<file path="config.mk">
export PLATFORM = sky130hd
export DESIGN_NAME = mux8_1_tdm_scanner_flat
export DESIGN_NICKNAME = d
export VERILOG_FILES = /design/src/rtl/mux8_1_tdm_scanner_if.sv /design/src/rtl/mux8_1_tdm_scanner.sv /design/src/flat_wrapper.sv
export SDC_FILE = /design/constraint.sdc
export NUM_CORES = 1
export LEC_CHECK = 0
export CAP_MARGIN = 25
export CORE_MARGIN = 5
export CORE_UTILIZATION = 25
export DETAILED_ROUTE_END_ITERATION = 8
export SYNTH_ARGS = -nofsm -noshare
export SYNTH_HDL_FRONTEND = slang
export SYNTH_SLANG_ARGS = --single-unit
</file>
<file path="constraint.sdc">
create_clock -name clk -period 4 [get_ports clk]
set_input_delay 0.4 -clock clk [delete_from_list [all_inputs] [get_ports clk]]
set_output_delay 0.4 -clock clk [all_outputs]
set_load 0.005 [all_outputs]
</file>
<file path="src/rtl/mux8_1_tdm_scanner_if.sv">
// Bus between a channel source and the 8:1 TDM scanner: scan request,
// eight 1-bit channels in, slot code / serial data / framing flags out.
interface mux8_1_tdm_scanner_if;
    logic en;
    logic D1, D2, D3, D4, D5, D6, D7, D8;
    logic S3, S2, S1;
    logic A;
    logic valid;
    logic frame_start;
    logic frame_done;

    modport master (
        output en, D1, D2, D3, D4, D5, D6, D7, D8,
        input  S3, S2, S1, A, valid, frame_start, frame_done
    );

    modport slave (
        input  en, D1, D2, D3, D4, D5, D6, D7, D8,
        output S3, S2, S1, A, valid, frame_start, frame_done
    );
endinterface

</file>
<file path="src/rtl/mux8_1_tdm_scanner.sv">
// Sequential 8:1 TDM scanner: snapshots D1..D8 and serialises them on A with
// the slot code on S3..S1, each slot held SLOT_CYCLES clocks, with frame flags.
module mux8_1_tdm_scanner #(
    parameter int SLOT_CYCLES = 1
) (
    input logic                    clk,
    input logic                    rst_n,
    mux8_1_tdm_scanner_if.slave    bus
);

    localparam int            CW        = (SLOT_CYCLES > 1) ? $clog2(SLOT_CYCLES) : 1;
    localparam logic [CW-1:0] HOLD_LAST = CW'(SLOT_CYCLES - 1);

    localparam logic [0:0] ST_IDLE = 1'b0;
    localparam logic [0:0] ST_SCAN = 1'b1;

    logic [0:0]    r_state;
    logic [2:0]    r_slot;
    logic [CW-1:0] r_hold;
    logic [7:0]    r_shadow;
    logic [2:0]    r_sel;
    logic          r_a;
    logic          r_valid;
    logic          r_fstart;
    logic          r_fdone;

    logic [7:0]    w_din;
    logic [0:0]    w_nstate;
    logic [2:0]    w_nslot;
    logic [CW-1:0] w_nhold;
    logic [7:0]    w_nshadow;
    logic          w_load;
    logic          w_nscan;
    logic          w_nlast;

    assign w_din = {bus.D8, bus.D7, bus.D6, bus.D5, bus.D4, bus.D3, bus.D2, bus.D1};

    // Next slot/hold position; a snapshot is taken from IDLE or at the end of a frame.
    always_comb begin
        w_nstate  = r_state;
        w_nslot   = r_slot;
        w_nhold   = r_hold;
        w_nshadow = r_shadow;
        w_load    = 1'b0;
        case (r_state)
            ST_IDLE: begin
                if (bus.en) begin
                    w_load    = 1'b1;
                    w_nstate  = ST_SCAN;
                    w_nslot   = 3'd0;
                    w_nhold   = '0;
                    w_nshadow = w_din;
                end
            end
            ST_SCAN: begin
                if (r_hold == HOLD_LAST) begin
                    w_nhold = '0;
                    if (r_slot == 3'd7) begin
                        w_nslot = 3'd0;
                        if (bus.en) begin
                            w_load    = 1'b1;
                            w_nshadow = w_din;
                        end else begin
                            w_nstate = ST_IDLE;
                        end
                    end else begin
                        w_nslot = r_slot + 3'd1;
                    end
                end else begin
                    w_nhold = r_hold + CW'(1);
                end
            end
            default: begin
                w_nstate = ST_IDLE;
                w_nslot  = 3'd0;
                w_nhold  = '0;
            end
        endcase
    end

    assign w_nscan = (w_nstate == ST_SCAN);
    assign w_nlast = (w_nslot == 3'd7) && (w_nhold == HOLD_LAST);

    // Outputs are computed from the next position so they are registered yet
    // line up with the slot they describe.
    always_ff @(posedge clk or negedge rst_n) begin
        if (!rst_n) begin
            r_state  <= ST_IDLE;
            r_slot   <= 3'd0;
            r_hold   <= '0;
            r_shadow <= 8'b0;
            r_sel    <= 3'd0;
            r_a      <= 1'b0;
            r_valid  <= 1'b0;
            r_fstart <= 1'b0;
            r_fdone  <= 1'b0;
        end else begin
            r_state  <= w_nstate;
            r_slot   <= w_nslot;
            r_hold   <= w_nhold;
            r_shadow <= w_nshadow;
            r_sel    <= w_nscan ? w_nslot : 3'd0;
            r_a      <= w_nscan & w_nshadow[w_nslot];
            r_valid  <= w_nscan;
            r_fstart <= w_load;
            r_fdone  <= w_nscan & w_nlast;
        end
    end

    assign bus.S3          = r_sel[2];
    assign bus.S2          = r_sel[1];
    assign bus.S1          = r_sel[0];
    assign bus.A           = r_a;
    assign bus.valid       = r_valid;
    assign bus.frame_start = r_fstart;
    assign bus.frame_done  = r_fdone;

endmodule

</file>
<file path="src/flat_wrapper.sv">
// flat-port wrapper written by rule: the top's interface ports become plain ports
module mux8_1_tdm_scanner_flat 
#(
    parameter int SLOT_CYCLES = 1
)
  (clk, rst_n, bus_en, bus_D1, bus_D2, bus_D3, bus_D4, bus_D5, bus_D6, bus_D7, bus_D8, bus_S3, bus_S2, bus_S1, bus_A, bus_valid, bus_frame_start, bus_frame_done);
  mux8_1_tdm_scanner_if bus_i ();
  input logic clk;
  input logic rst_n;
  input wire logic [$bits(bus_i.en)-1:0] bus_en;
  input wire logic [$bits(bus_i.D1)-1:0] bus_D1;
  input wire logic [$bits(bus_i.D2)-1:0] bus_D2;
  input wire logic [$bits(bus_i.D3)-1:0] bus_D3;
  input wire logic [$bits(bus_i.D4)-1:0] bus_D4;
  input wire logic [$bits(bus_i.D5)-1:0] bus_D5;
  input wire logic [$bits(bus_i.D6)-1:0] bus_D6;
  input wire logic [$bits(bus_i.D7)-1:0] bus_D7;
  input wire logic [$bits(bus_i.D8)-1:0] bus_D8;
  output wire logic [$bits(bus_i.S3)-1:0] bus_S3;
  output wire logic [$bits(bus_i.S2)-1:0] bus_S2;
  output wire logic [$bits(bus_i.S1)-1:0] bus_S1;
  output wire logic [$bits(bus_i.A)-1:0] bus_A;
  output wire logic [$bits(bus_i.valid)-1:0] bus_valid;
  output wire logic [$bits(bus_i.frame_start)-1:0] bus_frame_start;
  output wire logic [$bits(bus_i.frame_done)-1:0] bus_frame_done;
  assign bus_i.en = bus_en;
  assign bus_i.D1 = bus_D1;
  assign bus_i.D2 = bus_D2;
  assign bus_i.D3 = bus_D3;
  assign bus_i.D4 = bus_D4;
  assign bus_i.D5 = bus_D5;
  assign bus_i.D6 = bus_D6;
  assign bus_i.D7 = bus_D7;
  assign bus_i.D8 = bus_D8;
  assign bus_S3 = bus_i.S3;
  assign bus_S2 = bus_i.S2;
  assign bus_S1 = bus_i.S1;
  assign bus_A = bus_i.A;
  assign bus_valid = bus_i.valid;
  assign bus_frame_start = bus_i.frame_start;
  assign bus_frame_done = bus_i.frame_done;
  mux8_1_tdm_scanner #(.SLOT_CYCLES(SLOT_CYCLES)) u_core (.clk(clk), .rst_n(rst_n), .bus(bus_i));
endmodule
</file>
; Yosys cells after proc, flatten, opt, wreduce, memory -nomap -nowiden
; Index checks and enable logic that the tools add are counted.
[totals]
regBits = 19
wordCells = 39
out_inout_bits = 7
[classes]
eq_ne = 2
n_reduce_logical = 1
mux = 21
bitwise = 4
n_addsub = 2
magnitude_cmp = 1
[op_table]
columns = cell, n
row1 = two-way mux 8 bit, 3
row2 = one-hot mux 8 bit (2 select lines), 1
row3 = two-way mux 3 bit, 4
row4 = two-way mux 1 bit, 8
row5 = equality test 3 bit (second input constant), 2
row6 = one-hot mux 1 bit (2 select lines), 3
row7 = one-hot mux 3 bit (2 select lines), 1
row8 = less-than comparator 3 x 4 -> 1 bit (second input constant), 1
row9 = adder 3 x 1 -> 3 bit (second input constant), 1
row10 = binary-select mux 1 bit (select 3 bit), 1
row11 = AND 1 bit, 2
row12 = inverter 1 bit, 2
row13 = adder 1 bit (second input constant), 1
row14 = logical AND 1 bit, 1

; Depth between registers and ports, before layout
[logic_depth]
ltp_word = 7
mapped_depth = 9

; Worst setup path after synthesis
; Ideal clock, no wire load.
[synth_path]
kind = register to register
startpoint = reg u_core.r_slot[0]
endpoint = reg u_core.r_a (netlist: u_core.bus.A)
setup_time_ns = 0.135
path_buffers = 0
required_time_ns = 3.865
arrival_ns = 2.067
setup_slack_ns = 1.798
path_stages_with_launch = 10
path_cell_list = dfrtp_1 > ha_1 > ha_1 > or4b_1 > nand2_2 > a21oi_2 > inv_4 > mux2_4 > a22oi_2 > nand4_1
[synth_via]
elab_chain_len = 7
word_cells_on_any_way = 15
classes_between = add/sub (1) / eq/ne (1) / mux (12) / bitwise (1)
[synth_lines]
columns = element, line
row1 = "start, declared", mux8_1_tdm_scanner.sv:18  ; logic [2:0] r_slot;
row2 = "start signal, assigned", mux8_1_tdm_scanner.sv:99  ; r_slot <= w_nslot;
row3 = adder 3 x 1 -> 3 bit / equality test 3 bit (equally long branches), "mux8_1_tdm_scanner.sv:67, mux8_1_tdm_scanner.sv:58"
row4 = two-way mux 3 bit, mux8_1_tdm_scanner.sv:58  ; if (r_slot == 3'd7) begin
row5 = two-way mux 3 bit, mux8_1_tdm_scanner.sv:56  ; if (r_hold == HOLD_LAST) begin
row6 = one-hot mux 3 bit (2 select lines) *, mux8_1_tdm_scanner.sv:45  ; case (r_state)
row7 = via u_core.w_nslot[0], mux8_1_tdm_scanner.sv:29  ; logic [2:0] w_nslot;
row8 = binary-select mux 1 bit (select 3 bit) *, mux8_1_tdm_scanner.sv:103  ; r_a <= w_nscan & w_nshadow[w_nslot];
row9 = two-way mux 1 bit (not written as such) *, mux8_1_tdm_scanner.sv:103
row10 = AND 1 bit *, mux8_1_tdm_scanner.sv:103
row11 = "end signal, assigned", mux8_1_tdm_scanner.sv:103
row12 = "end, declared", mux8_1_tdm_scanner.sv:22  ; logic r_a;
; Mark *: on every way through the listed nets, which the timed path passes. The rest lies on a longest branch. The select of a mux whose other input is x is not followed.

; Worst setup path after layout
; Ends and elaborated chain as after synthesis.

==> results.py <==
metrics = {
    "pwr": {
        "peakVddDrop_mv": 0.178,
        "seqPwrFrac_pct": 34.0,
        "p_int_mw": 0.612,
        "powerDensity_nw_per_um2": 789,
        "combPwrFrac_pct": 52.0,
        "switching_share_pct": 34.7,
        "p_leak_nw": 0.535,
        "clkPwrFrac_pct": 13.9,
        "p_sw_mw": 0.326,
    },
    "clock_network": {
        "clock_sinks": 19,
        "clockRootBuffer": "clkbuf_8",
        "clk_transition_reported_paths_ns": 0.07,
        "ctsHoldBuffers": 0,
        "post_cts_buffers": 0,
        "cts_buffers": 3,
        "ctsResizeCount": 0,
        "cts-htree-levels": 1,
        "clk_latency_ns": 0.25,
        "cts_tree": "done",
        "cts_buffer_depth": 2,
    },
    "synth": {
        "ys_seq_area_share_pct": 51.1,
        "yosys_warnings": 0,
        "synth_cell_types": 35,
        "synth.cell_area_um2": 930,
        "avgSynthCellArea_um2": 12.1,
        "syn_inst": 77,
        "yosys_register_bits": 19,
        "synth_nets": 90,
    },
    "floorplan": {
        "rows": 22,
        "core_area_um2": 3630,
        "die-area_um2": 5040,
        "initial_utilization_pct": 25.6,
        "die_h_um": 71.0,
        "io_pins": 18,
        "die_x_um": 71.0,
    },
    "global_route": {
        "grt_max_degree": 20,
        "gr-total-overflow": 0,
        "grt_util_all_layers_pct": 8.22,
        "grt_pass1_vias": 669,
        "grt_pass1_wl_um": 3280,
        "antenna_found_initial": 0,
    },
    "sta": {
        "max_slew_margin_pct": 43.2,
        "fin_setup_tns_ns": 0,
        "fmax_mhz": 430,
        "maxSlewViolCount": 0,
        "fin_crit_ns": 2.33,
        "setup_viol": 0,
        "finalHoldViolations": 0,
        "finalClockSkew_ns": 0.00180,
        "fin_crit_sh_pct": 58.2,
        "tightest_slew_ns": 0.849,
        "rsz0062_at_grt": "false",
    },
    "worst_setup_path": {
        "r2r-end": "u_core.bus.A$_DFF_PN0_",
        "critPathRequiredTime_ns": 4.13,
        "reg2regPathDepth": 9,
        "rrSetupSlack_ns": 1.67,
        "path_max_fanout": 7,
        "worstSetupPathType": "reg2reg",
        "startpoint": "u_core.r_slot[0]$_DFF_PN0_",
        "cpPeakStageDelay_ns": 0.54,
        "critPathCaptureType": "register",
        "worstReg2RegStart": "u_core.r_slot[0]$_DFF_PN0_",
        "cp_slowest_cell": "or4b_1",
        "start_kind": "register",
        "worstSetupEndpoint": "u_core.bus.A$_DFF_PN0_",
        "cp_cell_sequence": "ha_1 -> ha_1 -> or4b_1 -> nand2_2 -> a21oi_2 -> inv_4 -> mux2_1 -> a22oi_2 -> nand4_1",
        "arrival_ns": 2.46,
        "critical_path.most_common_cell": "ha_1",
    },
    "hold_path": {
        "hold_class": "reg2reg",
    },
    "route": {
        "ant_nets": 0,
        "routed_via_density": 4.60,
        "drt_first_pass_iters": 4,
        "routed_wl_um": 1870,
        "drt-initial-drc-count": 29,
        "drc": 0,
        "avgRoutedWirePerCell_um": 13.0,
        "vias": 662,
    },
    "placement": {
        "io_buffer_count": 17,
        "dp_hpwl_um": 1440,
        "place.gp.congestion": 0.797,
        "post_dp_cell_area_um2": 1140,
    },
    "cells_and_area": {
        "drive_gt1_share_pct": 17.7,
        "design_area_um2": 1190,
        "fillCellCount": 377,
        "nNetsFinal": 110,
        "area_growth_syn_to_layout_pct": 27.9,
        "diodes": 0,
    },
    "run_status": {
        "status": "finished, final reports clean",
    },
    "run": {
        "maxCapViolations": 0,
    },
}
## synthesized netlist by cell type, drive strengths merged
cell | number | share of area, %
a211o | 3 | 2.8
a21boi | 1 | 0.81
a21o | 4 | 3.2
a21oi | 1 | 0.94
a22o | 1 | 0.94
a22oi | 3 | 3.0
a31o | 1 | 0.94
and2 | 2 | 1.3
and3 | 3 | 2.0
and3b | 1 | 0.94
buf | 3 | 2.6
dfrtp | 19 | 51
ha | 2 | 2.7
inv | 2 | 1.1
mux2 | 8 | 10
nand2 | 1 | 0.67
nand2b | 3 | 2.0
nand3 | 1 | 0.54
nand3b | 1 | 0.81
nand4 | 1 | 0.67
nor2 | 4 | 1.6
nor2b | 2 | 1.3
nor3 | 2 | 1.1
nor3b | 2 | 1.6
o2111ai | 1 | 0.94
o211ai | 2 | 1.6
or2 | 1 | 0.67
or2b | 1 | 0.81
or4b | 1 | 1.1
## layout by cell type (no fill, tap or decap), types with 2 or more instances in the layout
cell,n
dfrtp_1,19
clkdlybuf4s50_1,17
mux2_2,6
a21o_1,4
nor2_1,4
nand2b_1,3
and3_1,3
a211o_1,3
clkbuf_8,3
nor2b_1,2
a22oi_1,2
and2_1,2
nor3b_1,2
o211ai_1,2
nor3_1,2
ha_1,2
## layer usage
metal  wire length (um)  part of all wire [%]  GRT usage, %  up-vias
met4                 29                   1.6          3.76        0
met2                877                    47          13.2       15
met5                  0                     0             0        -
met3                 86                   4.6          2.56        4
li1                   -                     -             -      319
met1                877                    47          10.1      324
## cell type report
cell class / instances / area (um^2) / share of cell area, %
tap: 48 / 60.1 / 5.05
inverter: 2 / 10.0 / 0.842
timing repair buffer: 18 / 178 / 14.9
clock buffer: 4 / 45.0 / 3.79
sequential: 19 / 475 / 40.0
multi-input combinational: 53 / 420 / 35.4
## state kept, by name, indices dropped and copies added (netlist names)
name,flops
u_core.bus.frame_done,1
u_core.r_shadow,8
u_core.r_sel,3
u_core.bus.A,1
u_core.r_state,1
u_core.r_slot,3
u_core.bus.frame_start,1
u_core.r_hold,1
## power groups by stage
stage	logic [mW]	registers, mW	clock network (mW)
after global routing	0.547	0.328	0.142
after CTS	0.495	0.320	0.135
after detailed placement	0.491	0.323	0
final	0.488	0.319	0.131
after global placement	0.487	0.323	0
after floorplan	0.355	0.314	0
## metrics by stage
step	util [%]	worst slack, ns	total power, mW	hold slack (ns)	std cells
final	32.7	1.67	0.938	0.500	144
after global routing	32.7	1.54	1.02	0.520	144
after CTS	32.7	1.66	0.949	0.505	144
after detailed placement	31.5	1.67	0.815	0.490	140
after global placement	31.5	1.74	0.810	0.491	140
after floorplan	-	1.80	0.669	0.104	77
## worst min-delay path by stage
stage	start	end	cells past startpoint
final	u_core.r_shadow[2]$_DFF_PN0_	u_core.r_shadow[2]$_DFF_PN0_	1
after global routing	u_core.r_shadow[3]$_DFF_PN0_	u_core.r_shadow[3]$_DFF_PN0_	1
after CTS	u_core.r_shadow[2]$_DFF_PN0_	u_core.r_shadow[2]$_DFF_PN0_	1
after detailed placement	u_core.r_shadow[2]$_DFF_PN0_	u_core.r_shadow[2]$_DFF_PN0_	1
after global placement	u_core.r_shadow[2]$_DFF_PN0_	u_core.r_shadow[2]$_DFF_PN0_	1
after floorplan	rst_n	u_core.bus.A$_DFF_PN0_	0
## worst max-delay path: cells and delay by family, from the launching register on
family,cells,cell delay (ns)
buf+inv,1,0.11
compound gates,2,0.18
flops,1,0.42
mux,1,0.34
simple gates,3,0.72
fa+ha+maj,2,0.43
## cell families after synthesis
group | count (synthesis) | share of synthesized area, %
AO/OA/AOI/OAI | 17 | 15.2
adder cells (fa/ha/maj) | 2 | 2.69
buffers and inverters | 5 | 3.63
flip-flops | 19 | 51.1
multiplexers | 8 | 10.1
AND/OR/NAND/NOR | 26 | 17.2
Note: power is estimated with default switching activity, not from simulation.
==> RTL change, RTL diff (same flow settings) <==
Make the reset (`rst_n`) synchronous in one clocked block.
--- a/src/rtl/mux8_1_tdm_scanner.sv
+++ b/src/rtl/mux8_1_tdm_scanner.sv
@@ -84,5 +84,5 @@
     // Outputs are computed from the next position so they are registered yet
     // line up with the slot they describe.
-    always_ff @(posedge clk or negedge rst_n) begin
+    always_ff @(posedge clk) begin
         if (!rst_n) begin
             r_state  <= ST_IDLE;
Check against the original RTL: differs if rst_n is asserted again (counterexample within 4 cycles, from zero or initial values and one cycle with rst_n low); with rst_n held inactive, the same outputs for 10 cycles.
==> RTL change against the unedited design <==
- cell count shrank 0.69%
- sequential cell count is the same
- via count shrank 4.5%
- final area shrank 7.7%
- worst setup slack lost 0.17 ns
- area after synthesis shrank 6.6%
- routed wire length shrank 7.4%
- critical endpoint is now u_core.bus.A
Power is not compared: it rests on default switching activity, and its combinational part moved more than twofold at a synthesized area within 25%.
==> RTL change: results (changes against the unedited design) <==
Timing
  – Relative slew margins: 60.21% (was 43.24%)

Finish
  – Nets@finish: 111 (was 110)
  – Multi-input logic area: 446.7 µm² (was 420.4 µm²)
  – Non-clk buf share: 15.51% (was 14.95%)
  – Seq Cell Count: 19 (unchanged)
  – Filler cell count: 352 (was 377)
  – Non-clock inverters: 4 (was 2)
  – Final Non-Filler Cells: 143 (was 144)
  – Layout buffer count excluding clock buffers: 17 (was 18)

Global route
  – Total GRT Usage: 7.974% (was 8.218%)
  – Met2 usage: 14.17% (was 13.18%)
  – Number of global-route vias before repair: 645 (was 669)
  – Met1 Track Usage GR: 8.496% (was 10.05%)

Clocking
  – Worst-path clk slew: 0.11 ns (was 0.07 ns)
  – Clk Latency, worst-skew pair: 0.30 ns (was 0.25 ns)
  – CTS Root Cell: clkbuf_4 (was clkbuf_8)

Setup path
  – Critical path's slowest cell: mux4_2 (was or4b_1)
  – Crit path max fanout: 12 (was 7)
  – Reg-to-reg slack, setup: 1.51 ns (was 1.67 ns)
  – Max stage delay on crit path: 0.56 ns (was 0.54 ns)
  – Reg2Reg Depth: 7 (was 9)

Detailed routing
  – DR WL/cell: 12.10 µm (was 12.99 µm)
  – Pre-antenna DRT Iters: 2 (was 4)
  – Iteration-0 DRC Markers: 8 (was 29)
  – Via count: 632 (was 662)

Placement
  – Detailed placement HPWL: 1283 µm (was 1441 µm)
  – Placed Area: 1070 µm² (was 1144 µm²)

Synth
  – Top post-synthesis cells by count: dfxtp_1 (19), nor2b_1 (9), mux2i_1 (5), nor2_1 (5), inv_1 (4) (was dfrtp_1 (19), mux2_2 (6), a21o_1 (4), nor2_1 (4))
  – Ys async rst share: 0% (was 100.0%)
  – Net Count, Synth: 92 (was 90)
  – Post-Synthesis Cells: 79 (was 77)
  – Dominant synthesized flop cell: dfxtp_1 (was dfrtp_1)
  – Netlist cell types: 33 (was 35)
  – Synth area leaders: dfxtp_1 (44%), nor2b_1 (6.5%), mux2i_1 (5.8%), mux4_1 (3.0%), ha_1 (2.9%) (was dfrtp_1 (51%), mux2_2 (7.3%), a21o_1 (3.2%), a211o_1 (2.8%), ha_1 (2.7%))

Outcome
  – Status: completed (unchanged)

Die
  – Tap Cells: 46 (was 48)
-- RTL change: layer usage --
metal  share of wire [%]  wire, µm  vias up
met5                   0         0        -
li1                    -         -      321
met3                 6.5       112        2
met1                  47       807      293
met2                  46       804       16
met4                0.35         6        0
-- RTL change: cell families (layout without fill, tap and decap cells) --
family          after synthesis  in the layout  synth area share (%)
simple gates                 27             27                 18.59
mux                          10             10                 15.71
fa+ha+maj                     2              2                 2.881
flops                        19             19                 43.80
compound gates               14             14                 14.27
buf+inv                       7             25                 4.754
-- RTL change: metrics by stage --
step	hold WS, ns	setup slack (ns)
6_report	0.5267	1.506
2_1_floorplan	0.4739	1.862
3_5_place_dp	0.5020	1.239
4_1_cts	0.5331	1.487
3_3_place_gp	0.4912	1.339
5_1_grt	0.5642	1.396
-- RTL change: worst min-delay path, cell delays in order, from the launching register on --
cell,delay [ns]
dfxtp_1,0.34
mux2i_1,0.06
nor2b_1,0.09
